**src/rtl/bp_be_fe_cmd_pkg.sv**
```systemverilog
// Shared types for the back-end fe_cmd issuer: opcode enum, FSM state enum,
// a macro that declares the width-parameterised command struct, and small
// opcode classification helpers.

`ifndef BP_FE_CMD_PKG_MACROS_DEFINED
`define BP_FE_CMD_PKG_MACROS_DEFINED
`define BP_FE_CMD_S_DECLARE(vaddr_w, operand_w) \
  typedef struct packed { \
    bp_fe_cmd_opcode_e      opcode; \
    logic [vaddr_w-1:0]     vaddr; \
    logic [operand_w-1:0]   operand; \
  } bp_fe_cmd_s
`endif

package bp_be_fe_cmd_pkg;

  // Opcode value doubles as arbitration priority (0 = highest) and grant bit.
  typedef enum logic [2:0] {
    e_op_state_reset  = 3'd0,
    e_op_pc_redirect  = 3'd1,
    e_op_br_redirect  = 3'd2,
    e_op_itlb_fill    = 3'd3,
    e_op_icache_fence = 3'd4,
    e_op_itlb_fence   = 3'd5
  } bp_fe_cmd_opcode_e;

  typedef enum logic [1:0] {
    e_idle  = 2'd0,
    e_send  = 2'd1,
    e_fence = 2'd2
  } bp_fe_cmd_state_e;

  localparam int fe_cmd_src_num = 6;

  // Redirects discard whatever the FE has already queued up for the BE.
  function automatic logic is_redirect(input logic [2:0] op);
    return (op <= 3'd2);
  endfunction

  // Fences need an explicit completion handshake from the FE.
  function automatic logic is_fence(input logic [2:0] op);
    return (op == 3'd4) || (op == 3'd5);
  endfunction

endpackage

```
**src/rtl/bp_be_fe_cmd_arb.sv**
```systemverilog
// Fixed-priority 6:1 arbiter for fe_cmd sources. Source index equals opcode;
// lower index wins. Produces a one-hot grant and the winner's payload.

module bp_be_fe_cmd_arb
  import bp_be_fe_cmd_pkg::*;
#(
  parameter int vaddr_width_p   = 39,
  parameter int operand_width_p = 64
) (
  input  logic                                   en_i,
  input  logic [fe_cmd_src_num-1:0]              req_i,
  input  logic [fe_cmd_src_num*vaddr_width_p-1:0]   vaddr_i,
  input  logic [fe_cmd_src_num*operand_width_p-1:0] operand_i,
  output logic [fe_cmd_src_num-1:0]              grant_o,
  output logic                                   v_o,
  output logic [2:0]                             opcode_o,
  output logic [vaddr_width_p-1:0]               vaddr_o,
  output logic [operand_width_p-1:0]             operand_o
);

  // A source wins when it requests and no lower-index source requests.
  for (genvar gi = 0; gi < fe_cmd_src_num; gi++) begin : g_grant
    localparam logic [fe_cmd_src_num-1:0] higher_mask = fe_cmd_src_num'((1 << gi) - 1);
    assign grant_o[gi] = en_i & req_i[gi] & ~|(req_i & higher_mask);
  end

  assign v_o = |grant_o;

  // AND-OR mux of the winner's opcode and payload; all zero when nothing wins.
  always_comb begin
    opcode_o  = '0;
    vaddr_o   = '0;
    operand_o = '0;
    for (int i = 0; i < fe_cmd_src_num; i++) begin
      if (grant_o[i]) begin
        opcode_o  = opcode_o  | 3'(i);
        vaddr_o   = vaddr_o   | vaddr_i[i*vaddr_width_p +: vaddr_width_p];
        operand_o = operand_o | operand_i[i*operand_width_p +: operand_width_p];
      end
    end
  end

endmodule

```
**src/rtl/bp_be_fe_cmd_gen.sv**
```systemverilog
// Back-end fe_cmd issuer: arbitrates BE redirect/fill/fence requests, drives
// one fe_cmd at a time over valid/ready, flushes fe_queue on redirects and
// waits (bounded) for FE fence completion.
// Optional macro BP_BE_FE_CMD_STATS_EN adds accepted-command, redirect and
// fence-timeout statistics counters.

module bp_be_fe_cmd_gen
  import bp_be_fe_cmd_pkg::*;
#(
  parameter int vaddr_width_p   = 39,
  parameter int operand_width_p = 64,
  parameter int fence_timeout_p = 255
) (
  input  logic                       clk_i,
  input  logic                       reset_n_i,
  input  logic                       reset_req_v_i,
  input  logic [vaddr_width_p-1:0]   reset_req_pc_i,
  input  logic                       exc_v_i,
  input  logic [vaddr_width_p-1:0]   exc_pc_i,
  input  logic [operand_width_p-1:0] exc_op_i,
  input  logic                       mispred_v_i,
  input  logic [vaddr_width_p-1:0]   mispred_pc_i,
  input  logic [operand_width_p-1:0] mispred_op_i,
  input  logic                       itlb_fill_v_i,
  input  logic [vaddr_width_p-1:0]   itlb_fill_vaddr_i,
  input  logic [operand_width_p-1:0] itlb_fill_op_i,
  input  logic                       icache_fence_v_i,
  input  logic                       itlb_fence_v_i,
  output logic [5:0]                 grant_o,
  output logic                       fe_cmd_v_o,
  input  logic                       fe_cmd_ready_i,
  output logic [2:0]                 fe_cmd_opcode_o,
  output logic [vaddr_width_p-1:0]   fe_cmd_vaddr_o,
  output logic [operand_width_p-1:0] fe_cmd_operand_o,
  output logic                       fe_queue_flush_o,
  input  logic                       fence_done_i,
  output logic                       fence_timeout_o,
`ifdef BP_BE_FE_CMD_STATS_EN
  output logic [31:0]                stat_cmd_cnt_o,
  output logic [31:0]                stat_redirect_cnt_o,
  output logic [15:0]                stat_timeout_cnt_o,
`endif
  output logic                       busy_o
);

  `BP_FE_CMD_S_DECLARE(vaddr_width_p, operand_width_p);

  localparam int cnt_w = $clog2(fence_timeout_p + 1);
  localparam logic [cnt_w-1:0] cnt_last = cnt_w'(fence_timeout_p - 1);

  bp_fe_cmd_state_e     state_reg;
  bp_fe_cmd_s           cmd_reg;
  logic [cnt_w-1:0]     cnt_reg;
  logic                 timeout_reg;

  logic [5:0]                 arb_req;
  logic                       arb_en;
  logic                       gnt_v;
  logic [2:0]                 gnt_opcode;
  logic [vaddr_width_p-1:0]   gnt_vaddr;
  logic [operand_width_p-1:0] gnt_operand;

  // While a fence is outstanding only a state reset may cut in; everything
  // else waits. Nothing is granted while a command is on the wire or in reset.
  assign arb_req = (state_reg == e_fence)
                 ? {5'b0, reset_req_v_i}
                 : {itlb_fence_v_i, icache_fence_v_i, itlb_fill_v_i,
                    mispred_v_i, exc_v_i, reset_req_v_i};
  assign arb_en  = reset_n_i & (state_reg != e_send);

  bp_be_fe_cmd_arb #(
    .vaddr_width_p   (vaddr_width_p),
    .operand_width_p (operand_width_p)
  ) arb (
    .en_i      (arb_en),
    .req_i     (arb_req),
    .vaddr_i   ({vaddr_width_p'(0), vaddr_width_p'(0), itlb_fill_vaddr_i,
                 mispred_pc_i, exc_pc_i, reset_req_pc_i}),
    .operand_i ({operand_width_p'(0), operand_width_p'(0), itlb_fill_op_i,
                 mispred_op_i, exc_op_i, operand_width_p'(0)}),
    .grant_o   (grant_o),
    .v_o       (gnt_v),
    .opcode_o  (gnt_opcode),
    .vaddr_o   (gnt_vaddr),
    .operand_o (gnt_operand)
  );

  assign fe_queue_flush_o = gnt_v & is_redirect(gnt_opcode);
  assign fe_cmd_v_o       = (state_reg == e_send);
  assign fe_cmd_opcode_o  = cmd_reg.opcode;
  assign fe_cmd_vaddr_o   = cmd_reg.vaddr;
  assign fe_cmd_operand_o = cmd_reg.operand;
  assign fence_timeout_o  = timeout_reg;
  assign busy_o           = (state_reg != e_idle);

  // Issue FSM: capture grant, hold command until accepted, then await fence.
  always_ff @(posedge clk_i or negedge reset_n_i) begin
    if (!reset_n_i) begin
      state_reg   <= e_idle;
      cmd_reg     <= '0;
      cnt_reg     <= '0;
      timeout_reg <= 1'b0;
    end else begin
      timeout_reg <= 1'b0;
      case (state_reg)
        e_idle: begin
          if (gnt_v) begin
            cmd_reg   <= '{opcode: bp_fe_cmd_opcode_e'(gnt_opcode),
                           vaddr: gnt_vaddr, operand: gnt_operand};
            state_reg <= e_send;
          end
        end
        e_send: begin
          if (fe_cmd_ready_i) begin
            if (is_fence(cmd_reg.opcode)) begin
              state_reg <= e_fence;
              cnt_reg   <= '0;
            end else begin
              state_reg <= e_idle;
            end
          end
        end
        e_fence: begin
          if (gnt_v) begin
            // State reset aborts the fence wait.
            cmd_reg   <= '{opcode: bp_fe_cmd_opcode_e'(gnt_opcode),
                           vaddr: gnt_vaddr, operand: gnt_operand};
            state_reg <= e_send;
          end else if (fence_done_i) begin
            state_reg <= e_idle;
          end else if (cnt_reg == cnt_last) begin
            timeout_reg <= 1'b1;
            state_reg   <= e_idle;
          end else begin
            cnt_reg <= cnt_reg + 1'b1;
          end
        end
        default: state_reg <= e_idle;
      endcase
    end
  end

`ifdef BP_BE_FE_CMD_STATS_EN
  logic [31:0] stat_cmd_reg;
  logic [31:0] stat_redirect_reg;
  logic [15:0] stat_timeout_reg;

  // Free-running wrap-around counters of accepted commands and timeouts.
  always_ff @(posedge clk_i or negedge reset_n_i) begin
    if (!reset_n_i) begin
      stat_cmd_reg      <= '0;
      stat_redirect_reg <= '0;
      stat_timeout_reg  <= '0;
    end else begin
      if (fe_cmd_v_o && fe_cmd_ready_i) begin
        stat_cmd_reg <= stat_cmd_reg + 32'd1;
        if (is_redirect(cmd_reg.opcode))
          stat_redirect_reg <= stat_redirect_reg + 32'd1;
      end
      if ((state_reg == e_fence) && !gnt_v && !fence_done_i && (cnt_reg == cnt_last))
        stat_timeout_reg <= stat_timeout_reg + 16'd1;
    end
  end

  assign stat_cmd_cnt_o      = stat_cmd_reg;
  assign stat_redirect_cnt_o = stat_redirect_reg;
  assign stat_timeout_cnt_o  = stat_timeout_reg;
`endif

endmodule

```
**config.mk**
```make
export PLATFORM = sky130hd
export DESIGN_NAME = bp_be_fe_cmd_gen
export DESIGN_NICKNAME = d
export VERILOG_FILES = /design/src/rtl/bp_be_fe_cmd_pkg.sv /design/src/rtl/bp_be_fe_cmd_arb.sv /design/src/rtl/bp_be_fe_cmd_gen.sv
export SDC_FILE = /design/constraint.sdc
export NUM_CORES = 1
export LEC_CHECK = 0
export CAP_MARGIN = 20
export CORE_AREA = 4 4 180 182
export CTS_CLUSTER_SIZE = 10
export DETAILED_ROUTE_END_ITERATION = 16
export DIE_AREA = 0 0 184 186
export HOLD_SLACK_MARGIN = 0.05
export PLACE_DENSITY = 0.55
export SLEW_MARGIN = 20
export SYNTH_ARGS = -nofsm -noshare
export SYNTH_HDL_FRONTEND = slang
export SYNTH_SLANG_ARGS = --single-unit
```
**constraint.sdc**
```tcl
create_clock -name clk_i -period 2.1 [get_ports clk_i]
set_input_delay 0.315 -clock clk_i [delete_from_list [all_inputs] [get_ports clk_i]]
set_output_delay 0.315 -clock clk_i [all_outputs]
set_load 0.1 [all_outputs]
```
Word level (Yosys, flattened, before mapping):

Cells that the tools add are included.
W data, S select, Z words.

* output and inout port bits: 116
* bits of input ports: 358
* register bits after elaboration: 117
* logic and storage cells: 87

* equal/unequal tests: 13
* add/sub/neg operators: 1
* magnitude comparators: 1
* muxes and demuxes: 30
* bitwise logic cells: 18
* reduce and logical (&&, ||, !) cells: 18

Operator list (count)
* $mux W64: 3
* $mux W39: 4
* $or A64 B64 Y64: 2
* $or A39 B39 Y39: 3
* $mux W8: 5
* $mux W2: 8
* $pmux W8 S2: 1
* $and A1 B1 Y1: 13
* $add A8 B1 Y8 const B: 1
* $eq A8 B8 Y1 const B: 1
* $ne A2 B2 Y1 const B: 4
* $eq A3 B3 Y1 const B: 2
* $mux W3: 2
* $mux W6: 1
* $ne A2 B1 Y1 const B: 3
* $pmux W2 S3: 1
* $reduce_and A6 Y1: 1
* $reduce_or A6 Y1: 1
* $logic_not A1 Y1: 5
* $mux W1: 5
* $reduce_or A5 Y1: 1
* $ne A4 B3 Y1 const B: 1
* $reduce_bool A2 Y1: 2
* $reduce_or A2 Y1: 2
* other kinds (9): 9

Logic depth before layout (Yosys ltp):

* depth in word-level cells: 11
* mapped depth: 8
* depth with buffers taken out: 7

Hierarchy:

From an unflattened synthesis, not the netlist that was laid out.

* cell total of the unflattened synthesis: 1052
* area, all modules: 9461.6 µm²

By module, submodules not included
* bp_be_fe_cmd_arb: area each 4913.5 µm², cells an instance 757, instances 1, sequential area each 0.0 µm²
* bp_be_fe_cmd_gen: area each 4548.1 µm², cells an instance 295, instances 1, sequential area each 2927.8 µm²

Worst setup path after synthesis:

OpenSTA, ideal clock, no wires.

* path kind: register to register
* start point: reg state_reg[1]
* end point: reg cmd_reg (netlist bit fe_cmd_opcode_o[0])
* required time: 2.015 ns
* clock period less this slack: 4.030 ns
* setup slack: -1.930 ns
* arrival: 3.946 ns
* library setup time: 0.085 ns
* stages on the path, launching flop included: 7
* path buffers: 1
* path through: dfrtp_1 > nand2b_1 > buf_4 > nand3_2 > nor4_1 > nor3_1 > a21oi_1

* elaborated cells between the ends (all ways): 32
* those cells by class: eq/ne: 2; mux: 6; bitwise: 12; reduce/logical: 12

RTL lines
* from (decl): RTL line bp_be_fe_cmd_gen.sv:51 `bp_fe_cmd_state_e state_reg;`
* from (signal assigned): RTL line bp_be_fe_cmd_gen.sv:99 `state_reg <= e_idle;`
* from (signal assigned): RTL line bp_be_fe_cmd_gen.sv:110 `state_reg <= e_send;`
* from (signal assigned): RTL line bp_be_fe_cmd_gen.sv:116 `state_reg <= e_fence;`
* $eq A2 B2 Y1: RTL line bp_be_fe_cmd_gen.sv:65 `assign arb_req = (state_reg == e_fence)`
* $mux W6: RTL line bp_be_fe_cmd_gen.sv:66 `? {5'b0, reset_req_v_i}`
* $reduce_or A5 Y1: RTL line bp_be_fe_cmd_arb.sv:24 `assign grant_o[gi] = en_i & req_i[gi] & ~|(req_i & higher_mask);`
* $logic_not A1 Y1: RTL line bp_be_fe_cmd_arb.sv:24
* $and A1 B1 Y1 *: RTL line bp_be_fe_cmd_arb.sv:24
* via grant_o[5]: RTL line bp_be_fe_cmd_gen.sv:29 `output logic [5:0] grant_o,`
* $reduce_or A6 Y1: RTL line bp_be_fe_cmd_arb.sv:27 `assign v_o = |grant_o;`
* $reduce_and A2 Y1 (no line)
* to (signal assigned): RTL line bp_be_fe_cmd_gen.sv:108 `cmd_reg <= '{opcode: bp_fe_cmd_opcode_e'(gnt_opcode),`
* to (signal assigned): RTL line bp_be_fe_cmd_gen.sv:126 `cmd_reg <= '{opcode: bp_fe_cmd_opcode_e'(gnt_opcode),`
* to (decl): RTL line bp_be_fe_cmd_gen.sv:52 `bp_fe_cmd_s cmd_reg;`

The timed path passes the listed nets; every way through them passes the cells marked *.
A chain may end at the register's enable or synchronous reset.

Worst setup path in the final report:

* start point: reg state_reg[0]
* end point: out grant_o[5]

* word-level cells in the longest chain between the ends: 5
* elaborated cells between the ends (all ways): 8
* those cells by class: eq/ne: 2; mux: 1; bitwise: 3; reduce/logical: 2

RTL lines (RTL line)
* $eq A2 B2 Y1: bp_be_fe_cmd_gen.sv:65
* $mux W6: bp_be_fe_cmd_gen.sv:66
* $reduce_or A5 Y1: bp_be_fe_cmd_arb.sv:24
* $logic_not A1 Y1: bp_be_fe_cmd_arb.sv:24
* $and A1 B1 Y1 *: bp_be_fe_cmd_arb.sv:24
* to (decl): bp_be_fe_cmd_gen.sv:29

Every way passes the cells marked *; elsewhere a longest branch is shown, timed or not.

==> summary.md <==
| Metric | Value |
|---|---|
| Status | complete, but fails checks |
| Failing checks | negative setup slack |
| First-pass GRT wire length | approximately 46,000 µm |
| Top-area cell type share of the netlist area | around 47% |
| DRC | 0 |
| Crit. End Element | primary output |
| YS warnings | 0 |
| Htree depth | 4 |
| Clk pin slew, worst setup/hold paths | roughly 0.070 ns |
| Syn Nets | roughly 1,100 |
| Vias/cell | roughly 4.6 |
| Unrepaired setup endpoints after global routing | true |
| Seq/Total Area, Yosys | between 40% and 50% |
| Clock Skew | 0.0175 ns |
| Worst min-delay path class | input pin to async pin |
| Initial core utilization | 20.6% |
| Layout cells sized above 1 | between 20% and 30% |
| Port bufs | around 470 |
| Final WL | between 30,000 and 40,000 µm |
| Synth Instances | ~700 |
| Worst skew pair latency | ~0.42 ns |
| Startpoint types | register |
| Maxcap violations | 0 |
| Max FFs per register | 64 |
| Final ANT Viol Nets | 0 |
| Core area | a little over 30,000 µm² |
| Synthesized area per cell | between 8 and 9 µm² |
| Crit Path Class | register to primary output |
| Largest net degree at the start of global routing | 58 |
| Core Rows | 64 |
| Synth Flop Type | dfrtp_1 |
| WL/cell | approximately 19 µm |
| Pins Over Slew Limit | 0 |
| Chip Height | 186 µm |
| Vias | between 7,000 and 8,000 |
| Max VDD drop | 0.000527 V |
| TritonCTS clock tree | yes |
| Synth area leader | dfrtp_1 |
| Reg2Reg Setup Slack | roughly 0.16 ns |
| GRT overflow | 0 |
| Die Footprint | 34,200 µm² |
| Power Density | approximately 1300 nW/µm² |
| Min Hold Slack | approximately 0.092 ns |
| Vias in the first global route | 8,054 |
| Area Growth Syn to Fin | 104% |
| Max Fanout on Critical Path | 5 |
| Pre-CTS setup slack | -0.145 ns |
| Reported leakage power | approximately 5.1 nW |
| Fin nets | 1,603 |
| WP data arrival | around 1.8 ns |
| # setup viols final | 2 |
| Final Cycle Share | 102% |
| Initial antenna violation count | 2 |
| Final WS setup | -0.0458 ns |
| CP Data Required Time | 1.78 ns |
| Total track usage | between 10% and 20% |
| Normalized max-slew margin | around half |
| Top cells by area, synth | dfrtp_1 (47%), a22oi_1 (12%), nor2_1 (9.2%) |
| Crit path from | state_reg[0]$_DFFE_PN0P_ |
| Post-synthesis register bit count | about 120 |
| Post-synth EDFFs | 0 |
| Reg2Reg Depth | 9 |
| Hold Vio Cnt, Final | 0 |
| Final Wtd Congestion | just over 0.8 |
| I/O pin count | ~470 |
| Die Wd | approximately 180 µm |
| Minimum clock period | approximately 2.1 ns |
| Count of different cell masters after synthesis | 40 |
| R2r startpoint | state_reg[0]$_DFFE_PN0P_ |
| Clock Tree Root | clkbuf_16 |
| Hpwl dp | around 25,000 µm |
| Clock sink total | between 100 and 150 |
| Bufs on Longest Clock Path | 2 |
| Max Clk Rate | approximately 470 MHz |
| First-pass DRT Iterations | 4 |
| DR iter-0 viols | about 350 |
| Synthesized area | 6290 µm² |
| Slew @ Worst Pin | about 0.76 ns |
| FFs w/ async S/R, synth | between 90% and 100% |
| TritonCTS Buffers | 17 |
-- layout by cell type, fill, tap and decap left out, types with 4 or more instances in the layout --
master / Yosys / layout
clkdlybuf4s50_1: 0 / 354
buf_4: 8 / 186
nor2_1: 154 / 151
dfrtp_1: 117 / 115
a22oi_1: 103 / 103
nand2_1: 66 / 66
a31oi_1: 64 / 64
a21oi_1: 45 / 45
a221oi_1: 39 / 37
buf_12: 0 / 24
clkbuf_16: 0 / 17
o21ai_0: 6 / 6
inv_1: 4 / 4
nand3_1: 5 / 4
bufinv_16: 0 / 4
inv_6: 0 / 4
-- critical path, stage by stage (launching register included) --
cell and delay [ns]:
dfrtp_2 0.44, nand2b_4 0.18, nand3_4 0.09, buf_6 0.13, nor4_4 0.34, buf_12 0.22
-- cells in the mapped netlist (3+ instances only) --
| cell | n |
|---|---|
| a21oi_1 | 45 |
| a221oi_1 | 39 |
| a22oi_1 | 103 |
| a31oi_1 | 64 |
| and3_1 | 4 |
| buf_1 | 9 |
| buf_2 | 25 |
| buf_4 | 8 |
| clkbuf_1 | 28 |
| dfrtp_1 | 117 |
| inv_1 | 4 |
| nand2_1 | 66 |
| nand2b_1 | 4 |
| nand3_1 | 5 |
| nor2_1 | 154 |
| nor2b_1 | 4 |
| o21a_1 | 3 |
| o21ai_0 | 6 |
| o2bb2ai_1 | 3 |
-- metrics by stage --
stage / setup TNS, ns / std cells / total power (W) / area (µm²) / util (%)
2_1_floorplan: -0.141 / 721 / 0.0103 / 6340 / -
3_3_place_gp: -1.43 / 1599 / 0.0131 / 11900 / 38.8
3_5_place_dp: -5.08 / 1599 / 0.0132 / 11900 / 38.8
4_1_cts: -0.0534 / 1647 / 0.0166 / 12700 / 41.7
5_1_grt: -0.321 / 1654 / 0.0171 / 12800 / 41.9
6_report: -0.0658 / 1654 / 0.0164 / 12800 / 41.9
-- worst paths after layout --
path / end
max: grant_o[5]
max reg2reg: fe_cmd_vaddr_o[16]$_DFFE_PN0P_
max in group asynchronous: state_reg[1]$_DFFE_PN0P_
min: fe_cmd_vaddr_o[29]$_DFFE_PN0P_
min reg2reg: fe_cmd_vaddr_o[8]$_DFFE_PN0P_
min in group clk_i: fe_cmd_opcode_o[2]$_DFFE_PN0P_
-- where the power goes --
| part | internal (W) | leakage, nW | switching, W |
|---|---|---|---|
| registers | 0.00301 | 1.41 | 0.000466 |
| clock network | 0.00204 | 0.301 | 0.00119 |
| logic | 0.00246 | 3.38 | 0.00725 |
| total | 0.00751 | 5.10 | 0.00891 |
-- layer usage --
layer | global-route usage [%] | up-vias | wire, µm
met4 | 5.50 | 0 | 691
met2 | 29.8 | 323 | 15500
met5 | 0 | - | 0
met1 | 21.5 | 3577 | 12900
li1 | - | 3747 | -
met3 | 4.87 | 31 | 2780
-- timing repair --
item / 4_1_cts / 5_1_grt
setup buffers: 12 / 5
pin swaps: 5 / 5
resized for setup: 16 / 3
gates cloned: 3 / 0
hold endpoints to repair: 10 / 0
hold buffers: 1 / 0
endpoints found under the setup margin: 7 / 4
-- cells by family (layout without fill, tap and decap cells) --
| group | count (synthesis) | in the layout | share of synthesized area [%] |
|---|---|---|---|
| AOI/OAI and AO/OA | 273 | 273 | 30.3 |
| adders and majority gates | 2 | 2 | 0.398 |
| buffers and inverters | 74 | 609 | 5.39 |
| DFF | 117 | 117 | 46.6 |
| muxes | 4 | 4 | 0.677 |
| other | 0 | 2 | 0 |
| and+or+nand+nor | 251 | 251 | 16.7 |
-- final cells by class --
class / instances / area (µm²)
fill: 3090 / 17800
timing repair buffer: 573 / 5580
inverter: 4 / 15.0
clock buffer: 19 / 443
tap: 396 / 495
clock inverter: 13 / 195
antenna: 2 / 5.00
multi-input combinational: 530 / 3150
sequential: 117 / 2930
Note: power is estimated with default switching activity, not from simulation.
